--- src/rtl/i2c_pkg.sv ---
// Shared constants and bus-state type for the I2C input conditioning path.
// Defaults assume a 100 MHz system clock.
package i2c_pkg;

    localparam int I2C_FILT_CYCLES_DEF    = 5;
    localparam int I2C_TIMEOUT_CYCLES_DEF = 2_500_000;
    localparam int I2C_FILT_W             = 8;
    localparam int I2C_TO_W               = 22;

    typedef enum logic {
        BUS_IDLE = 1'b0,
        BUS_BUSY = 1'b1
    } i2c_bus_state_t;

endpackage

--- src/rtl/i2c_glitch_filter.sv ---
// Single-line 2-FF synchroniser followed by a spike filter.
// A level must be seen for FILT_CYCLES consecutive samples before it propagates.
module i2c_glitch_filter
    import i2c_pkg::*;
#(
    parameter int FILT_CYCLES = I2C_FILT_CYCLES_DEF
) (
    input  logic clk,
    input  logic rst,
    input  logic line_i,
    output logic level_o,
    output logic chg_o
);

    localparam logic [I2C_FILT_W-1:0] LP_LAST = I2C_FILT_W'(FILT_CYCLES - 1);

    logic                  r_s1;
    logic                  r_s2;
    logic                  r_f;
    logic                  r_chg;
    logic [I2C_FILT_W-1:0] r_c;

    always_ff @(posedge clk or posedge rst) begin
        if (rst) begin
            r_s1  <= 1'b1;
            r_s2  <= 1'b1;
            r_f   <= 1'b1;
            r_chg <= 1'b0;
            r_c   <= '0;
        end else begin
            r_s1  <= line_i;
            r_s2  <= r_s1;
            r_chg <= 1'b0;
            if (r_s2 != r_f) begin
                // This mismatch is the FILT_CYCLES-th in a row: accept it.
                if (r_c == LP_LAST) begin
                    r_f   <= r_s2;
                    r_chg <= 1'b1;
                    r_c   <= '0;
                end else begin
                    r_c <= r_c + 1'b1;
                end
            end else begin
                r_c <= '0;
            end
        end
    end

    assign level_o = r_f;
    assign chg_o   = r_chg;

endmodule

--- src/rtl/i2c_bus_filter.sv ---
// Filtered SCL/SDA levels, edge and START/STOP strobes, and bus-busy tracking.
// Define I2C_TIMEOUT_EN to enable the SCL-low timeout that releases a stuck bus.
module i2c_bus_filter
    import i2c_pkg::*;
#(
    parameter int FILT_CYCLES    = I2C_FILT_CYCLES_DEF,
    parameter int TIMEOUT_CYCLES = I2C_TIMEOUT_CYCLES_DEF
) (
    input  logic clk,
    input  logic rst,
    input  logic scl_i,
    input  logic sda_i,
    output logic scl_o,
    output logic sda_o,
    output logic scl_rise,
    output logic scl_fall,
    output logic start_det,
    output logic stop_det,
    output logic bus_busy,
    output logic timeout
);

    logic           w_scl_chg;
    logic           w_sda_chg;
    logic           w_timeout;
    i2c_bus_state_t r_state;

    i2c_glitch_filter #(.FILT_CYCLES(FILT_CYCLES)) u_scl_filt (
        .clk     (clk),
        .rst     (rst),
        .line_i  (scl_i),
        .level_o (scl_o),
        .chg_o   (w_scl_chg)
    );

    i2c_glitch_filter #(.FILT_CYCLES(FILT_CYCLES)) u_sda_filt (
        .clk     (clk),
        .rst     (rst),
        .line_i  (sda_i),
        .level_o (sda_o),
        .chg_o   (w_sda_chg)
    );

    assign scl_rise  = w_scl_chg & scl_o;
    assign scl_fall  = w_scl_chg & ~scl_o;
    // SDA moving in the same cycle as SCL is ambiguous, so it is not a condition.
    assign start_det = w_sda_chg & ~sda_o & scl_o & ~w_scl_chg;
    assign stop_det  = w_sda_chg & sda_o & scl_o & ~w_scl_chg;

`ifdef I2C_TIMEOUT_EN
    localparam logic [I2C_TO_W-1:0] LP_TO_LAST = I2C_TO_W'(TIMEOUT_CYCLES - 1);

    logic [I2C_TO_W-1:0] r_to_cnt;
    logic                w_scl_held;

    assign w_scl_held = (r_state == BUS_BUSY) & ~scl_o;
    assign w_timeout  = w_scl_held & (r_to_cnt == LP_TO_LAST);

    always_ff @(posedge clk or posedge rst) begin
        if (rst) begin
            r_to_cnt <= '0;
        end else if (w_scl_held && !w_timeout) begin
            r_to_cnt <= r_to_cnt + 1'b1;
        end else begin
            r_to_cnt <= '0;
        end
    end
`else
    logic w_unused_to;

    assign w_unused_to = ^TIMEOUT_CYCLES;
    assign w_timeout   = 1'b0;
`endif

    assign timeout = w_timeout;

    always_ff @(posedge clk or posedge rst) begin
        if (rst) begin
            r_state <= BUS_IDLE;
        end else begin
            unique case (r_state)
                BUS_IDLE: if (start_det) r_state <= BUS_BUSY;
                BUS_BUSY: if (stop_det || w_timeout) r_state <= BUS_IDLE;
                default:  r_state <= BUS_IDLE;
            endcase
        end
    end

    assign bus_busy = (r_state == BUS_BUSY);

endmodule

--- config.mk ---
export PLATFORM = sky130hd
export DESIGN_NAME = i2c_bus_filter
export DESIGN_NICKNAME = d
export VERILOG_FILES = /design/src/rtl/i2c_pkg.sv /design/src/rtl/i2c_glitch_filter.sv /design/src/rtl/i2c_bus_filter.sv
export SDC_FILE = /design/constraint.sdc
export NUM_CORES = 1
export LEC_CHECK = 0
export ABC_AREA = 1
export BUFFER_PORTS_ARGS = -buffer_cell sky130_fd_sc_hd__buf_4
export CAP_MARGIN = 0
export CORE_MARGIN = 2
export CORE_UTILIZATION = 50
export DETAILED_ROUTE_END_ITERATION = 12
export PLACE_DENSITY = 0.66
export SLEW_MARGIN = 0
export SYNTH_ARGS = -nofsm -noshare
export SYNTH_HDL_FRONTEND = slang
export SYNTH_SLANG_ARGS = --single-unit
--- constraint.sdc ---
create_clock -name clk -period 1.62 [get_ports clk]
set_clock_uncertainty 0.1 [all_clocks]
set_input_delay 0.324 -clock clk [delete_from_list [all_inputs] [get_ports clk]]
set_output_delay 0.324 -clock clk [all_outputs]
set_load 0.02 [all_outputs]
After elaboration in Yosys (flattened, before gate mapping)
Index checks and enable logic that the tools add are counted.
{ "word_totals": {"register_bits": 25, "latch_bits": 0, "ram_bits": 0, "romBits": 0, "input_bits": 4, "word_cells": 42, "n_memories": 0} }
{ "op_classes": {"add_sub_neg": 2, "n_mul": 0, "n_div": 0, "n_lt_le_gt_ge": 0, "eq_ne": 4, "n_shift": 0, "n_mux": 11, "bitwise": 12, "reduce_logical": 2} }
{ "op_table": {"columns": ["op", "n"], "rows": [
  ["8-bit two-way mux", 4],
  ["8-bit by 1-bit adder with 8-bit output (second input constant)", 2],
  ["8-bit by 3-bit equality test with 1-bit output (second input constant)", 2],
  ["1-bit AND", 8],
  ["1-bit two-way mux", 6],
  ["1-bit NOT", 4],
  ["2-bit AND reduction", 2],
  ["1-bit inequality test", 2],
  ["1-bit case mux with 2 select lines", 1]
]} }

Depth between registers and ports, before layout
{ "logic_depth": {"word_depth": 6, "ltp_mapped": 6, "ltp_nobuf": 6} }

By module
Synthesis repeated with hierarchy kept, for this count alone.
{ "hier_totals": {"hier_cells": 155, "hier_area_um2": 1258.7} }
{ "modules_own_cells": {"columns": ["mod", "n_inst", "cells_each", "area_each_um2", "seq_area_each_um2"], "rows": [
  ["i2c_glitch_filter", 2, 67, 570.5, 304.0],
  ["i2c_bus_filter", 1, 21, 117.6, 25.0]
]} }

Least setup slack after synthesis
Ideal clock, no wire load.
{ "synth_path": {"kind": "register to output", "startpoint": "reg u_scl_filt.r_f, in the netlist u_scl_filt.level_o", "endpoint": "out start_det", "arrival_time_ns": 1.078, "required_time_ns": 1.196, "setup_slack_ns": 0.118, "path_stages_with_launch": 3, "path_buffers": 0, "cell_sequence": "dfstp_2 nand3_1 nor2_1"} }
{ "synth_via": {"elab_chain_cells": 2} }
{ "synth_rtl": {"columns": ["element", "line_no", "text"], "rows": [
  ["start: declaration", "i2c_glitch_filter.sv:19", "logic r_f;"],
  ["start signal: assignment", "i2c_glitch_filter.sv:37", "r_f <= r_s2;"],
  ["1-bit AND (2 in series)", "i2c_bus_filter.sv:47", "assign start_det = w_sda_chg & ~sda_o & scl_o & ~w_scl_chg;"],
  ["end: declaration", "i2c_bus_filter.sv:17", "output logic start_det,"]
]} }
Every way passes these cells.

Final worst setup path
Same ends and word-level chain as after synthesis.

==> summary by stage <==
Yosys
Of the post-synthesis cell area, the dominant cell type holds 0.395. Yosys instantiated no cell more often than nand2_1. After synthesis, the mean cell area works out to between 8 and 9 µm².

Summing every instance area after synthesis gives 1200 µm². The count of cell types in the netlist is 20. Synthesis inferred 25 register bits.

Yosys attributes the largest share of cell area to dfrtp_1 40%, dfstp_2 13%, nand2_1 8.7%. The Yosys step of the flow raised 0 warnings. The count of mapped cells out of synthesis is 140.

After synthesis, the most frequently instantiated cells are 28 x nand2_1, 27 x nor2_1, 20 x inv_1. The share of the Yosys chip area taken by registers is 0.526. The cell taking the most area after synthesis is dfrtp_1. For this run, the leading register cell type out of synthesis is dfrtp_1. The net count after synthesis is 148. The number of synthesized flops with an enable pin is 0. For this run, asynchronously set or reset flops after synthesis account for 1.00.

STA
Setup total negative slack on the finished layout was measured at -67.4 ps. Dividing the final minimum period by the clock period gives 1.02. The final period demand of the worst path is 1650 ps.

The final-report hold violation count came to 0. The total count of max-transition violations in the final report is 0. The number of setup violations in the final report is 4. The final hold slack is 267 ps.

The highest clock rate is roughly 0.6 GHz. Setup repair after global routing could not meet its margin everywhere. Once routing completed, OpenROAD measured the worst setup slack at -30.1 ps.

Cells and area
In the final layout, the share of cells above drive strength 1 is 0.256. The area of all placed cells without fillers is roughly 1500 µm². The total area of sequential cells is 633 µm². The count of filler cells inserted in the layout is 189. Relative to the synthesized area, the layout overhead comes to 22.6%.

The area of the multi-input gates is 510 µm². The net count reported at finish is around 170. 0 antenna diodes ended up in the layout.

GRT
The total global routing overflow is 0. Entering global routing, the biggest net connects 26 pins. The met1 usage is 0.223. The first global-routing pass estimated 3.35 mm of wire. The global-route total usage across every layer is 0.164. The number of global-route vias before repair is approximately 840.

The peak-usage layer in the global routing report is met2. In the global route stage, met2 resource usage came out at 0.256. The initial antenna violation count came to 0.

The met3 track demand over resource is 0.0395.

Routing
The average detailed-routed wire length per instance is 10.6 µm. For this run, design rule violations remaining after detail routing come to 0. The detailed router placed 921 vias in this run. Using the TritonRoute via totals, the vias-per-cell ratio works out to between 4 and 5.

The first routing iteration left 9 violations. The total iterations of the first detailed-routing run is 5. The wire length after detailed routing is approximately 2.0 mm. The post-detailed-route count of antenna-violating nets is 0.

Place
The final HPWL from detailed placement is 1.40 mm. During placement, the flow inserted port buffers numbering 10. The placement-stage cell area is 1310 µm². The routability congestion estimate from global placement is 0.783.

Outcome
The flow ran to the end, but the final reports show violations. The final reports fail on setup timing.

Floorplan
In this run the horizontal extent of the chip is between 50 and 60 µm. The floorplan step set the die height to 53.1 µm. The placement row count is 17.

The initial standard-cell utilization of the core is 0.534. 12 I/O pins were placed. The floorplan step defined a die boundary enclosing 2820 µm². The placeable core region is 2250 µm².

Worst setup path
At the worst endpoint, the required time is 1200 ps. The end of the worst register-to-register path is u_scl_filt.r_c[1]$_DFF_PP0_. The setup path with the least slack is of type register to output pin. The startpoint type of the worst setup path is a register. For the worst flop-to-flop path, the logic depth is 6. The startpoint of the worst register-to-register path is u_scl_filt.level_o$_DFFE_PP1P_.

The worst path arrival time is 1230 ps. STA classifies the critical path endpoint as an output pin. The minimum setup slack among reg-to-reg paths is ~210 ps. The maximum fanout encountered on the critical timing path is 3.

Job
Max-cap violations in this run came to 0.

Clocking
The clock insertion delay at the later pin of the skew report is slightly above 300 ps. The tree is rooted in a clkbuf_4. The CTS tree is yes. Clock-pin slew was measured on the worst setup and hold paths at 140 ps.

The CTS buffer count is 3. The number of levels in the clock H-tree is 1. Counting along the longest clock path gives a buffer depth of 2.

The total clock sinks is 25.

Min path
For hold timing, the worst endpoint is u_scl_filt.r_s2$_DFF_PP1_. The startpoint of the lowest-slack hold path is u_scl_filt.r_s1$_DFF_PP1_. The cell depth of the worst hold path is 0. The tightest min-delay check is of the register to register type.

Pwr
The power density over cell area is 1180 nW/µm². VDD sags by at most 0.000726 V. The analysis attributes to cell leakage a power of 0.683 nW.
[worst max-delay path by stage]
stage	cells after the start	endpoint	slack, ps	start
after floorplan	2	start_det	120	u_scl_filt.level_o$_DFFE_PP1P_
after global routing	3	start_det	-90	u_scl_filt.level_o$_DFFE_PP1P_
after detailed placement	3	stop_det	190	u_scl_filt.level_o$_DFFE_PP1P_
after CTS	3	stop_det	-50	u_scl_filt.level_o$_DFFE_PP1P_
after global placement	3	stop_det	250	u_scl_filt.level_o$_DFFE_PP1P_
final	3	start_det	-30	u_scl_filt.level_o$_DFFE_PP1P_
[repair_timing]
item | in CTS | in global routing
resized for setup | 1 | 12
endpoints found under the setup margin | 2 | 6
hold buffers | 3 | 0
pin swaps | 2 | 1
hold endpoints to repair | 21 | 0
buffers inserted | 4 | 3
[where the power goes]
| group | leakage [nW] | total, mW | switching, mW | internal [mW] |
|---|---|---|---|---|
| Sequential | 0.323 | 0.843 | 0.101 | 0.742 |
| Combinational | 0.345 | 0.614 | 0.337 | 0.277 |
| Clock | 0.0139 | 0.280 | 0.186 | 0.0941 |
| Total | 0.683 | 1.74 | 0.624 | 1.11 |
[stage by stage]
stage	util	setup slack, ps	cells	power, mW
after floorplan	-	118	140	1.20
after global placement	0.583	248	178	1.33
after detailed placement	0.583	186	178	1.35
after CTS	0.625	-48.2	189	1.68
after global routing	0.654	-88.0	192	1.86
final	0.654	-30.1	192	1.74
[placed cells by master (no fill, tap or decap), drive strengths merged]
master	netlist	layout
a21oi	2	2
buf	1	18
clkinvlp	0	1
nor2	29	29
dlygate4sd3	0	3
dfrtp	19	19
nand3	11	11
clkbuf	0	3
xor2	2	2
ha	4	4
o21ai	7	7
nor3	2	2
xnor2	6	6
inv	22	22
dfstp	6	6
conb	1	1
nand2	28	28
[kinds of logic after synthesis]
group,synth area share
adder cells (fa/ha/maj),0.0416
buffers and inverters,0.0748
AO/OA/AOI/OAI,0.0437
flip-flops,0.526
other,0.00312
XOR/XNOR,0.0707
AND/OR/NAND/NOR,0.240
[worst max-delay path, stage by stage, from the launching register on]
cell,delay [ps]
dfstp_2,590
nand3_4,110
nor2_4,100
buf_6,120
[layer usage]
metal  routed length, µm  vias up  share of wire
met1                 998      426           0.49
li1                    -      473              -
met3                  61        2          0.030
met2                 957       20           0.47
met4                  12        0         0.0059
met5                   0        -              0
[sequential cells by signal, indices dropped and copies added (netlist names)]
| name | flops |
|---|---|
| u_scl_filt.r_c | 8 |
| u_sda_filt.r_c | 8 |
| bus_busy | 1 |
| u_scl_filt.chg_o | 1 |
| u_scl_filt.level_o | 1 |
| u_scl_filt.r_s1 | 1 |
| u_scl_filt.r_s2 | 1 |
| u_sda_filt.chg_o | 1 |
| u_sda_filt.level_o | 1 |
| u_sda_filt.r_s1 | 1 |
| u_sda_filt.r_s2 | 1 |
[area by class of cell]
type	count	share of cell area
flip-flops and latches	25	0.429
multi-input cells	92	0.346
repair buffers	21	0.125
inverters	22	0.0560
well taps	28	0.0237
clock buffers	3	0.0153
clock inverters	1	0.00509
No activity file was read; power rests on OpenSTA's default activity.
